--- config.mk ---
export PLATFORM = sky130hd
export DESIGN_NAME = alu_exec_unit
export DESIGN_NICKNAME = d
export VERILOG_FILES = /design/src/rtl/alu_exec_unit.sv
export SDC_FILE = /design/constraint.sdc
export NUM_CORES = 1
export LEC_CHECK = 0
export BUFFER_PORTS_ARGS = -buffer_cell sky130_fd_sc_hd__buf_2
export CELL_PAD_IN_SITES_DETAIL_PLACEMENT = 2
export CELL_PAD_IN_SITES_GLOBAL_PLACEMENT = 2
export CORE_ASPECT_RATIO = 0.6
export CORE_MARGIN = 3
export CORE_UTILIZATION = 37
export CTS_BUF_LIST = sky130_fd_sc_hd__clkbuf_2 sky130_fd_sc_hd__clkbuf_4 sky130_fd_sc_hd__clkbuf_8
export DETAILED_ROUTE_END_ITERATION = 10
export PLACE_DENSITY = 0.95
export SETUP_SLACK_MARGIN = 0.5
export SYNTH_ARGS = -nofsm -noshare
export SYNTH_HDL_FRONTEND = slang
export SYNTH_SLANG_ARGS = --single-unit
--- constraint.sdc ---
create_clock -name clk -period 5.6 [get_ports clk]
set_input_delay 0.56 -clock clk [delete_from_list [all_inputs] [get_ports clk]]
set_output_delay 0.56 -clock clk [all_outputs]
set_load 0.05 [all_outputs]
--- src/rtl/alu_exec_unit.sv ---
// Execution-side ALU: single-cycle add/sub/logic ops and iterative one-bit-per-cycle
// shifts, behind valid/ready handshakes on both the request and the result side.
module alu_exec_unit #(
  parameter int WIDTH = 32,
  parameter int SHW   = $clog2(WIDTH)
) (
  input  logic             clk,
  input  logic             rst,
  input  logic             in_valid,
  output logic             in_ready,
  input  logic [2:0]       alu_control,
  input  logic [WIDTH-1:0] src_a,
  input  logic [WIDTH-1:0] src_b,
  output logic             out_valid,
  input  logic             out_ready,
  output logic [WIDTH-1:0] result,
  output logic             zero,
  output logic             negative,
  output logic             carry,
  output logic             overflow
);

  typedef enum logic [1:0] {
    IDLE  = 2'd0,
    SHIFT = 2'd1,
    DONE  = 2'd2
  } state_t;

  state_t           state_q, state_d;
  logic [WIDTH-1:0] result_q, result_d;
  logic             zero_q, zero_d;
  logic             negative_q, negative_d;
  logic             carry_q, carry_d;
  logic             overflow_q, overflow_d;
  logic             shr_q, shr_d;
  logic [SHW-1:0]   cnt_q, cnt_d;

  logic             accept;
  logic [WIDTH:0]   add_sum;
  logic [WIDTH:0]   sub_sum;
  logic             add_ovf;
  logic             sub_ovf;
  logic [SHW-1:0]   shamt;
  logic [WIDTH-1:0] shifted;

  assign in_ready  = !rst && ((state_q == IDLE) || ((state_q == DONE) && out_ready));
  assign accept    = in_valid && in_ready;

  assign out_valid = (state_q == DONE);
  assign result    = result_q;
  assign zero      = zero_q;
  assign negative  = negative_q;
  assign carry     = carry_q;
  assign overflow  = overflow_q;

  // Arithmetic datapath on the live inputs; used only on the accept edge.
  always_comb begin
    add_sum = {1'b0, src_a} + {1'b0, src_b};
    sub_sum = {1'b0, src_a} + {1'b0, ~src_b} + {{WIDTH{1'b0}}, 1'b1};
    add_ovf = (src_a[WIDTH-1] == src_b[WIDTH-1]) && (add_sum[WIDTH-1] != src_a[WIDTH-1]);
    sub_ovf = (src_a[WIDTH-1] != src_b[WIDTH-1]) && (sub_sum[WIDTH-1] != src_a[WIDTH-1]);
    shamt   = src_b[SHW-1:0];
    if (shr_q) begin
      shifted = {1'b0, result_q[WIDTH-1:1]};
    end else begin
      shifted = {result_q[WIDTH-2:0], 1'b0};
    end
  end

  // Next-state and next-result logic; result_q doubles as the shift working register.
  always_comb begin
    state_d    = state_q;
    result_d   = result_q;
    carry_d    = carry_q;
    overflow_d = overflow_q;
    shr_d      = shr_q;
    cnt_d      = cnt_q;
    if (accept) begin
      carry_d    = 1'b0;
      overflow_d = 1'b0;
      state_d    = DONE;
      case (alu_control)
        3'b000, 3'b011: begin
          result_d   = add_sum[WIDTH-1:0];
          carry_d    = add_sum[WIDTH];
          overflow_d = add_ovf;
        end
        3'b010: begin
          result_d   = sub_sum[WIDTH-1:0];
          carry_d    = sub_sum[WIDTH];
          overflow_d = sub_ovf;
        end
        3'b100: begin
          result_d = src_a ^ src_b;
        end
        3'b110: begin
          result_d = src_a | src_b;
        end
        3'b111: begin
          result_d = src_a & src_b;
        end
        3'b001, 3'b101: begin
          result_d = src_a;
          shr_d    = alu_control[2];
          cnt_d    = shamt;
          if (shamt != {SHW{1'b0}}) begin
            state_d = SHIFT;
          end else begin
            state_d = DONE;
          end
        end
        default: begin
          result_d = add_sum[WIDTH-1:0];
        end
      endcase
    end else begin
      case (state_q)
        SHIFT: begin
          result_d = shifted;
          cnt_d    = cnt_q - {{(SHW-1){1'b0}}, 1'b1};
          if (cnt_q == {{(SHW-1){1'b0}}, 1'b1}) begin
            state_d = DONE;
          end else begin
            state_d = SHIFT;
          end
        end
        DONE: begin
          if (out_ready) begin
            state_d = IDLE;
          end else begin
            state_d = DONE;
          end
        end
        IDLE: begin
          state_d = IDLE;
        end
        default: begin
          state_d = IDLE;
        end
      endcase
    end
    zero_d     = (result_d == {WIDTH{1'b0}});
    negative_d = result_d[WIDTH-1];
  end

  // State and result registers with synchronous reset.
  always_ff @(posedge clk) begin
    if (rst) begin
      state_q    <= IDLE;
      result_q   <= {WIDTH{1'b0}};
      zero_q     <= 1'b0;
      negative_q <= 1'b0;
      carry_q    <= 1'b0;
      overflow_q <= 1'b0;
      shr_q      <= 1'b0;
      cnt_q      <= {SHW{1'b0}};
    end else begin
      state_q    <= state_d;
      result_q   <= result_d;
      zero_q     <= zero_d;
      negative_q <= negative_d;
      carry_q    <= carry_d;
      overflow_q <= overflow_d;
      shr_q      <= shr_d;
      cnt_q      <= cnt_d;
    end
  end

endmodule

==> results.txt <==
The worst reg2reg path startpoint is state_q[0]$_SDFF_PP0_. The fraction of layout instances using a drive strength above 1 is 0.131. The number of optimization iterations in the first detailed-route pass is 6. The number of buffers created by CTS is 5. The static leakage power is 4.14 nW. The global placement routability congestion came out at between 1 and 1.5. The switching component of the power is about 920 uW. The clock latency on the worst-skew pair is approximately 0.33 ns. The worst slew slack as a fraction of its limit is 0.289.

The number of antenna diodes in the final layout is 0. The minimum clock period came out at roughly 4.8 ns. The initial core utilization came out at 0.384.

The total of buffers placed on input and output ports came out at approximately 110. The share of total power dissipated in the clock network is 0.162. The share of synthesized registers carrying an async set or reset is 0. The first-pass GRT wire length is 74300 um.

Of the total power, registers draw 0.218. The setup slack of the most critical reg-to-reg path came out at between 1 and 1.5 ns. The maximum fanout count along the critical path is 6. Across all hold checks on the routed design, the worst slack comes to around 0.53 ns. The number of nets in the finished design is 1497. In this run the core area contains 42 standard-cell rows. The cell accounting for the most synthesized area is sky130_fd_sc_hd__ha_1.

The via total after detailed routing came out at 11.2k. The max-capacitance violation count came out at 0. The number of sinks driven by the clock tree is 43. The path with the worst hold slack has its endpoint at overflow$_SDFFE_PP0P_.

The largest clock skew in the final design is approximately 0.016 ns. STA puts the critical path data arrival time at ~5.1 ns. The half-perimeter wire length of the detailed placement result is 36200 um. Among all cell types in the netlist, the one instantiated most often is sky130_fd_sc_hd__nor2_1.

Once detail routing completed, the nets flagged for antenna violations numbered 0. The post-cts resize count is 0. The area of the die came out at around 25000 um2. The average cell area after synthesis is 6.82 um2.

By area the synthesized netlist is led by sky130_fd_sc_hd__ha_1 16%, sky130_fd_sc_hd__dfxtp_1 10%, sky130_fd_sc_hd__a21oi_1 6.0%. The detailed-route DRC error count is 0. Along the worst hold path, the cell count comes to 2. The number of synthesized register bits is 43. The count of H-tree levels built during CTS came out at 2. The cell family contributing the most delay on the critical path is compound AO/OA/AOI/OAI gates. Traced cell by cell, the critical path runs through buf_2 -> ha_1 -> inv_1 -> fa_1 -> nor2b_1 -> o2111ai_1 -> a211oi_1 -> o21ba_2 -> o22ai_1 -> o41a_1 -> a2111oi_0 -> o32ai_1 -> a211oi_1 -> nand4_1 -> and4bb_1. The final count of negative-setup-slack endpoints came out at 0. The count of different cell masters after synthesis is between 80 and 90. The fmax came out at 0.207 GHz. The number of warnings reported in the yosys synthesis log came out at 0. In this run the critical register-to-register path is captured at zero$_SDFF_PP0_.

The mean routed wirelength per cell is about 30 um. The power per standard cell area is approximately 180 nW/um2. The width of the die is between 200 and 250 um. The clock transition at the registers of the reported paths came out at around 0.10 ns. The area growth from synthesis to layout is 10.1%. Synthesis produced a netlist with a net count of 1447. The classification of the worst-slack hold path is reg -> reg. The count of hold buffers inserted by post-cts repair is 0. The master of the slowest instance on the critical path is sky130_fd_sc_hd__a2111oi_0. In this run the deepest clock path goes through 2 buffers. The number of cells on the worst reg-to-reg path came out at 13. The power share of the combinational group came out at 0.620. Setup repair after global routing left no endpoint under its margin.

Post-CTS timing repair inserted 0 buffers for setup. The run finished with clean final reports. The overall fraction of global-route tracks in use is 0.376.

After global routing the overflow that remains totals 0. The sequential share of the synthesized area is 0.0998. STA classifies the critical path endpoint as a flop.

Of the total power, the share spent switching nets is 0.544. STA classifies the critical path startpoint as an input port. VDD sags by at most approximately 0.09 mV.

The flip-flop cell with the highest count after synthesis is sky130_fd_sc_hd__dfxtp_1. The total negative slack for setup checks is 0 ns. In the synthesized netlist, the cells that appear most often are 117 x sky130_fd_sc_hd__nor2_1, 113 x sky130_fd_sc_hd__inv_1, 109 x sky130_fd_sc_hd__ha_1. The routed wire length is approximately 49000 um. Summing all flip-flop and latch instances after layout gives approximately 860 um2.

The cell sitting at the root of the clock tree is a sky130_fd_sc_hd__clkbuf_8. The post-route clock period utilization is 0.863. The hold violation count in the final report was 0.

The number of global-route vias before repair came to 11.8k. The synthesized instance count is around 1.3k. The number of DRC markers in iteration 0 is 1452. The area of the core region came out at roughly 22000 um2. The data required time of the critical path came out at 5.87 ns. The startpoint of the worst hold path is overflow$_SDFFE_PP0P_. The sum of buffers and inverters on the critical path came out at 2. The number of flops mapped to enable cells by yosys is 0. The critical path is of the in -> reg type. Dividing the detail-routed via count by the number of cells gives just under 7. The worst-case setup margin in the final layout is 0.770 ns. The number of fill cells in the layout came out at ~2.8k. In this design, the critical path's most frequently occurring cell is sky130_fd_sc_hd__a211oi_1. The number of slew-limit violations in the final report is 0. The largest net degree at the start of global routing came out at 37. The largest single stage delay on the critical path is around 0.60 ns. The number of antenna violations at the first check in global routing is 3. TritonCTS built the clock tree. The cell area after synthesis came out at 8630 um2. The multi-input combinational cells in the finished layout cover a total of 6980 um2. The vertical extent of the die is around 120 um.

The share of synthesized area in the top cell type comes to 0.158. At the pin with the least slew margin, the transition time is 1.07 ns. The internal power of the cells totals about 770 uW. The top-level port count came out at between 100 and 150. At the placement stage, the worst setup path has a slack of 0.806 ns.
[cells in the final DEF, fill, tap and decap left out, drive strengths merged, types with 14 or more instances in the layout]
master / count
buf: 134
nor2: 117
inv: 113
ha: 109
a21oi: 104
nand2: 98
o21ai: 89
dfxtp: 43
mux2i: 42
nor3: 33
nand3: 29
o211ai: 24
a211oi: 24
nor2b: 22
a31oi: 18
nand2b: 17
xnor2: 17
and2: 17
a21o: 15
o22ai: 15
nor4: 14
[cell type report]
| type | count | share of cell area |
|---|---|---|
| multi-input combinational | 1018 | 0.735 |
| sequential | 43 | 0.0908 |
| timing repair buffer | 134 | 0.0774 |
| inverter | 113 | 0.0447 |
| tap | 308 | 0.0406 |
| clock buffer | 5 | 0.00724 |
| clock inverter | 3 | 0.00461 |
[worst min-delay path, cell delays in order, from the launching register on]
cell	delay, ns
sky130_fd_sc_hd__dfxtp_1	0.34
sky130_fd_sc_hd__nand2_1	0.08
sky130_fd_sc_hd__a21oi_1	0.07
[power by group through the flow]
stage	clock network (mW)	logic [mW]	registers, mW
3_5_place_dp	0	0.968	0.370
5_1_grt	0.277	1.10	0.368
6_report	0.273	1.05	0.368
3_3_place_gp	0	0.910	0.368
2_1_floorplan	0	0.561	0.425
4_1_cts	0.265	0.998	0.365
[worst max path at each step]
stage               cells after the start      from  slack, ns               to
floorplan                              14  src_a[0]       1.86  zero$_SDFF_PP0_
global placement                       15  src_b[0]       1.06  zero$_SDFF_PP0_
detailed placement                     15  src_b[0]       0.81  zero$_SDFF_PP0_
CTS                                    15  src_b[0]        1.0  zero$_SDFF_PP0_
global route                           15  src_b[0]       0.66  zero$_SDFF_PP0_
finish                                 15  src_b[0]       0.77  zero$_SDFF_PP0_
[state kept, by name, summed over array words and instances (netlist names)]
signal / flops
carry: 1
cnt_q: 5
overflow: 1
result: 32
shr_q: 1
state_q: 2
zero: 1
[per-stage QoR]
stage                     total power, mW  cell area (um2)   util  cells
after floorplan                     0.987             8630      -   1265
after global routing                 1.74             9500  0.422   1624
final                                1.69             9500  0.422   1624
after detailed placement             1.34             9390  0.417   1616
after CTS                            1.63             9500  0.422   1624
after global placement               1.28             9390  0.417   1616
[cells by family (layout without fill, tap and decap cells)]
| family | after synthesis | in the layout | synth area share |
|---|---|---|---|
| fa+ha+maj | 111 | 111 | 0.163 |
| flops | 43 | 43 | 0.0998 |
| mux | 43 | 43 | 0.0500 |
| buf+inv | 204 | 255 | 0.0928 |
| simple gates | 413 | 413 | 0.237 |
| xor+xnor | 20 | 20 | 0.0203 |
| compound gates | 431 | 431 | 0.337 |
[layer usage]
layer | track usage | vias up | wire length, um
li1 | - | 4676 | -
met1 | 0.518 | 5517 | 20800
met2 | 0.559 | 762 | 20500
met3 | 0.0990 | 199 | 5840
met4 | 0.143 | 4 | 2150
met5 | 0 | - | 29
Note: power is estimated with default switching activity, not from simulation.
